[config.mk]
export PLATFORM = sky130hd
export DESIGN_NAME = stack_datapath
export DESIGN_NICKNAME = d
export VERILOG_FILES = /design/src/rtl/stack_datapath.sv
export SDC_FILE = /design/constraint.sdc
export NUM_CORES = 1
export LEC_CHECK = 0
export CORE_ASPECT_RATIO = 1.1
export CORE_MARGIN = 1
export CORE_UTILIZATION = 35
export CTS_BUF_LIST = sky130_fd_sc_hd__clkbuf_16
export DETAILED_ROUTE_END_ITERATION = 6
export GPL_ROUTABILITY_DRIVEN = 0
export PLACE_DENSITY = 0.48
export SYNTH_ARGS = -nofsm -noshare
export SYNTH_HDL_FRONTEND = slang
export SYNTH_SLANG_ARGS = --single-unit
export TNS_END_PERCENT = 100
[constraint.sdc]
create_clock -name clk -period 9.8 [get_ports clk]
set_clock_uncertainty 0.05 [all_clocks]
set_input_delay 0.98 -clock clk [delete_from_list [all_inputs] [get_ports clk]]
set_output_delay 0.98 -clock clk [all_outputs]
set_load 0.005 [all_outputs]
[src/rtl/stack_datapath.sv]
// Maze-search datapath: a 64x6 cell stack, visited map and neighbour evaluator driven by an external controller.
// Optional PATH_CHECKSUM_EN adds a modulo-256 running sum of the popped path cells (path_sum).
module stack_datapath #(
  parameter logic [5:0] GOAL_XY = 6'h3F
) (
  input  logic        clk,
  input  logic        rst,
  input  logic        load_init,
  input  logic        updater,
  input  logic        alu,
  input  logic        res_updater,
  input  logic        cal_res,
  input  logic        poping,
  input  logic        dont_check,
  input  logic [63:0] maze_map,
  output logic        updated,
  output logic        backtrack,
  output logic        done,
  output logic        cal_update,
  output logic        path_valid,
  output logic [5:0]  path_xy,
  output logic        found,
  output logic [6:0]  path_len
`ifdef PATH_CHECKSUM_EN
  ,
  output logic [7:0]  path_sum
`endif
);

  logic [5:0]  r_stack [64];
  logic [6:0]  r_sp;
  logic [5:0]  r_cur;
  logic [63:0] r_visited;
  logic [63:0] r_maze;
  logic [5:0]  r_cand;
  logic        r_cand_ok;
  logic        r_found;
  logic        r_updater_q;
  logic        r_updated;
  logic        r_backtrack;
  logic        r_cal_update;
  logic        r_path_valid;
  logic [5:0]  r_path_xy;
  // Cleared by rst, set by load_init: every other strobe is ignored until a new search is loaded.
  logic        r_armed;

  logic        w_upd_edge;
  logic        w_pop;
  logic        w_push;
  logic        w_alu;
  logic        w_res;
  logic [5:0]  w_top_idx;
  logic [5:0]  w_par_idx;
  logic [2:0]  w_x;
  logic [2:0]  w_y;
  logic [5:0]  w_nb [4];
  logic [3:0]  w_in_range;
  logic [3:0]  w_nb_ok;
  logic [5:0]  w_cand;
  logic        w_at_goal;

  assign w_upd_edge = updater & ~r_updater_q;
  assign w_pop      = r_armed & ~load_init & poping;
  assign w_push     = r_armed & ~load_init & ~poping & w_upd_edge;
  assign w_alu      = r_armed & ~load_init & ~poping & ~w_upd_edge & alu;
  assign w_res      = r_armed & ~load_init & ~poping & ~w_upd_edge & ~alu & res_updater;

  // Low six bits suffice: with sp==64 they wrap to 63 and 62, the right slots.
  assign w_top_idx = r_sp[5:0] - 6'd1;
  assign w_par_idx = r_sp[5:0] - 6'd2;

  assign w_x = r_cur[2:0];
  assign w_y = r_cur[5:3];
  assign w_at_goal = (r_cur == GOAL_XY);

  // Search order: +x, +y, -x, -y.
  assign w_nb[0] = r_cur + 6'd1;
  assign w_nb[1] = r_cur + 6'd8;
  assign w_nb[2] = r_cur - 6'd1;
  assign w_nb[3] = r_cur - 6'd8;
  assign w_in_range = {w_y != 3'd0, w_x != 3'd0, w_y != 3'd7, w_x != 3'd7};

  generate
    for (genvar gi = 0; gi < 4; gi++) begin : g_nb
      assign w_nb_ok[gi] = w_in_range[gi] & ~r_maze[w_nb[gi]] & ~r_visited[w_nb[gi]];
    end
  endgenerate

  always_comb begin
    w_cand = '0;
    for (int i = 3; i >= 0; i--) begin
      if (w_nb_ok[i]) w_cand = w_nb[i];
    end
  end

  always_ff @(posedge clk) begin
    if (w_push && !r_sp[6]) r_stack[r_sp[5:0]] <= r_cur;
  end

  always_ff @(posedge clk or posedge rst) begin
    if (rst) begin
      r_sp         <= '0;
      r_cur        <= '0;
      r_visited    <= '0;
      r_maze       <= '0;
      r_cand       <= '0;
      r_cand_ok    <= 1'b0;
      r_found      <= 1'b0;
      r_updater_q  <= 1'b0;
      r_updated    <= 1'b0;
      r_backtrack  <= 1'b0;
      r_cal_update <= 1'b0;
      r_path_valid <= 1'b0;
      r_path_xy    <= '0;
      r_armed      <= 1'b0;
    end else begin
      r_updater_q  <= updater;
      r_path_valid <= 1'b0;
      r_cal_update <= 1'b0;
      if (!updater) r_updated <= 1'b0;

      if (load_init) begin
        r_maze      <= maze_map;
        r_cur       <= '0;
        r_sp        <= '0;
        r_visited   <= '0;
        r_found     <= 1'b0;
        r_cand      <= '0;
        r_cand_ok   <= 1'b0;
        r_backtrack <= 1'b0;
        r_updated   <= 1'b0;
        r_armed     <= 1'b1;
      end else if (w_pop) begin
        if (r_sp != 7'd0) begin
          r_path_xy    <= r_stack[w_top_idx];
          r_path_valid <= 1'b1;
          r_sp         <= r_sp - 7'd1;
        end
      end else if (w_push) begin
        if (!r_sp[6]) begin
          r_sp               <= r_sp + 7'd1;
          r_visited[r_cur]   <= 1'b1;
        end
        r_updated <= 1'b1;
      end else if (w_alu) begin
        if (w_at_goal) begin
          r_found     <= 1'b1;
          r_backtrack <= 1'b1;
        end else if (w_nb_ok != 4'd0) begin
          r_cand      <= w_cand;
          r_cand_ok   <= 1'b1;
          r_backtrack <= 1'b0;
        end else if (r_sp >= 7'd2) begin
          // Dead end: drop it and its parent; the controller's next push restores the parent.
          r_sp        <= r_sp - 7'd2;
          r_cur       <= r_stack[w_par_idx];
          r_cand_ok   <= 1'b0;
          r_backtrack <= 1'b0;
        end else begin
          r_cand_ok   <= 1'b0;
          r_found     <= 1'b0;
          r_backtrack <= 1'b1;
        end
      end else if (w_res) begin
        if (r_cand_ok) begin
          r_cur        <= r_cand;
          r_cand_ok    <= 1'b0;
          r_cal_update <= 1'b1;
        end
      end
    end
  end

`ifdef PATH_CHECKSUM_EN
  logic [7:0] r_path_sum;

  always_ff @(posedge clk or posedge rst) begin
    if (rst) begin
      r_path_sum <= '0;
    end else if (load_init) begin
      r_path_sum <= '0;
    end else if (r_path_valid) begin
      r_path_sum <= r_path_sum + {2'b00, r_path_xy};
    end
  end

  assign path_sum = r_path_sum;
`endif

  assign updated    = r_updated & updater & ~dont_check;
  assign backtrack  = r_backtrack & ~dont_check;
  assign done       = cal_res & r_armed & (r_sp == 7'd0) & ~dont_check;
  assign cal_update = r_cal_update & ~dont_check;
  assign path_valid = r_path_valid;
  assign path_xy    = r_path_xy;
  assign found      = r_found;
  assign path_len   = r_sp;

endmodule

==> implementation parameters <==
Parameter                              Value

Floorplan
  Overall die width    269 um
  Die Area    79600 um^2
  Cell row count    107
  Number of top-level pins    92
  Die Span Y    296 um
  Effective utilization at floorplan    35.5%
  Core Box Area    77500 um^2

Cells and area
  Share of post-route cells with drive strength above 1    26.0%
  Final design instance area without fill    31400 um^2
  Number of cells in the finished layout apart from fillers    2908
  Diode insertion count for antenna repair    0
  Count of fill cells added during filler insertion    7045
  Synthesis-to-layout area growth    14.2%
  Number of nets in the finished design    1911

Route
  Number of vias in the routed layout    17100
  Detail-routed net length per standard cell    29.0 um
  Via-to-Cell Ratio    5.89
  Total Wirelength    84.4 mm
  Detailed router's first-iteration violation count    1596
  Remaining number of nets flagged by the antenna check after routing    0
  First-pass detailed-route iteration total    5
  DRC violations left    0

Yosys
  Cell type contributing the most total cell area after synthesis    edfxtp_1
  Post-synthesis sequential element count    545
  Mapped Nets    1862
  Count of flip-flops with a built-in enable after synthesis    384
  Post-Syn Area    27500 um^2
  Asr flop ratio synth    29.5%
  Number of distinct standard cells referenced by the synthesized netlist    75
  Average size of a mapped cell    15.5 um^2
  Number of warnings issued by yosys    0
  Instance count of the mapped netlist    1773
  Synth top area share    42.0%
  Largest cells by area after synthesis    edfxtp_1 (42%), mux4_2 (22%), dfrtp_1 (15%)
  Dominant synthesized flop cell    edfxtp_1
  Seq/Total Area, Yosys    56.6%

Clocking
  Hold-fix buffers at CTS    0
  Post-CTS setup-driven buffer insertion count    0
  Clock Sinks    545
  Number of buffers on the longest clock path    3
  CTS tree    built
  Number of levels the H-tree was split into    2
  Latest clock arrival within the worst-skew pair    650 ps
  Root Driver    clkbuf_16
  Number of buffers added by the clock tree synthesis step    61
  Clk slew on worst S/H paths    60 ps
  Cells resized by post-CTS repair    0

Pwr
  Leakage Power    10.6 nW
  Total Power Consumption    9.32 mW
  PD cells    297 nW/um^2
  Peak supply drop    0.000177 V

GRT
  Remaining global-route overflow    0
  Total track usage    21.2%
  Largest net degree at the start of global routing    114
  Initial antenna violation count    3
  Vias in the first global route    17500
  Global-route wire length before repair    124 mm

Worst hold path
  Type of the most critical hold path    flop to flop

Run status
  Result of the run    finished clean

Worst setup path
  Critical path endpoint category    flop
  Worst Path Arrival    6760 ps
  Required arrival time at the worst endpoint    10320 ps
  Crit-path max FO    75
  Type of the worst setup path    flop to flop
  Critical path launch point type    flop
  Register-to-register setup slack    3550 ps

STA
  Headroom to the max-slew limit    12.8%
  Setup-failing EPs final    0
  Unrepaired setup endpoints after global routing    no
  Fmax achieved    160 MHz
  Hold Violations, Final    0
  Worst Tran Pin Value    1300 ps
  Final count of pins violating max slew    0
  Period minus WS final    6250 ps
  Setup TNS    0 ps
  Hold Worst Slack    424 ps
  Period Utilization, post-route    63.8%

Job
  Number of max-cap violations    0

Placed design
  Number of instances in the placed design    2794
  Placement Cell Area    29400 um^2
  Half-perimeter wire length of the detailed placement result    57.2 mm
  Count of buffers from port buffering    91
## registers in the layout, summed over array words and instances, names as in the netlist
register / count
r_maze: 64
r_cand: 6
r_cal_update: 1
r_cur: 6
r_backtrack: 1
path_xy: 6
r_cand_ok: 1
r_stack: 384
r_updater_q: 1
path_len: 7
found: 1
r_visited: 64
r_updated: 1
path_valid: 1
r_armed: 1
## power breakdown
group          switching [mW]  leakage, nW  internal (mW)  total, mW
logic                    2.27         3.89           1.93       4.20
registers               0.251         5.65           2.62       2.87
clock network           0.944         1.02           1.30       2.24
total                    3.47         10.6           5.85       9.32
## critical path, cell delays in order (launching register included)
cell and delay [ps]:
dfrtp_4 840, buf_4 830, inv_1 360, ha_1 1030, inv_1 340, mux4_2 390
a22oi_1 200, nor4bb_1 420, a2111o_1 230, nor4b_4 340, nand4_2 440, a21oi_1 320
mux2i_1 200
## per-layer routing
| layer | track usage (%) | share of wire (%) |
|---|---|---|
| met1 | 28.8 | 43 |
| met3 | 3.35 | 6.1 |
| met2 | 35.3 | 49 |
| met5 | 0 | 0 |
| met4 | 6.19 | 2.6 |
## cells by family after synthesis
logic type               Yosys count  synth area share (%)
flip-flops                       545                  56.6
AO/OA/AOI/OAI                    238                  5.88
adder cells (fa/ha/maj)           16                 0.728
buffers and inverters            149                  2.26
multiplexers                     384                  26.8
AND/OR/NAND/NOR                  427                  7.25
XOR/XNOR                          14                 0.446
## Yosys cell counts (all sizes together), types with 9 or more instances
| library cell | count |
|---|---|
| nor2 | 217 |
| nor3 | 37 |
| mux2i | 31 |
| nor2b | 11 |
| nand2b | 13 |
| ha | 16 |
| inv | 21 |
| a22oi | 9 |
| mux4 | 274 |
| and3 | 10 |
| a21oi | 96 |
| xnor2 | 9 |
| mux2 | 79 |
| clkbuf | 72 |
| nand2 | 63 |
| o21ai | 17 |
| dfrtp | 161 |
| a31oi | 12 |
| nand3 | 20 |
| a211oi | 19 |
| buf | 54 |
| edfxtp | 384 |
## cell type report
| class | instances | area [um^2] | share of cell area [%] |
|---|---|---|---|
| multi-input combinational | 1079 | 11400 | 36.2 |
| sequential | 545 | 15600 | 49.7 |
| tap | 1035 | 1290 | 4.13 |
| inverter | 23 | 91.3 | 0.291 |
| clock inverter | 52 | 414 | 1.32 |
| timing repair buffer | 112 | 1080 | 3.45 |
| clock buffer | 62 | 1550 | 4.94 |
## layout by cell type, fill, tap and decap left out, types with 31 or more instances in the layout
cell and n:
nor3_1 33, clkbuf_16 62, inv_1 34, a21oi_1 94, clkdlybuf4s50_1 90, mux4_2 274
dfrtp_1 153, mux2i_1 31, nor2_1 217, mux2_2 79, nand2_1 63, edfxtp_1 384
## stage by stage
stage,util (%),setup WS (ps)
2_1_floorplan,-,4420
3_3_place_gp,38.0,3940
3_5_place_dp,38.0,3720
4_1_cts,40.5,3680
5_1_grt,40.5,3240
6_report,40.5,3550
## final timing paths
| path | from | to | cells past startpoint |
|---|---|---|---|
| min | r_cand[0] | r_cur[0] | 2 |
| max reg2reg | r_cur[2] | path_len[1] | 12 |
| max | r_cur[2] | path_len[1] | 12 |
| min in group asynchronous | rst | path_xy[2] | 2 |
| min reg2reg | r_cand[0] | r_cur[0] | 2 |
| max in group asynchronous | rst | r_visited[54] | 3 |
No activity file was read; power rests on OpenSTA's default activity.
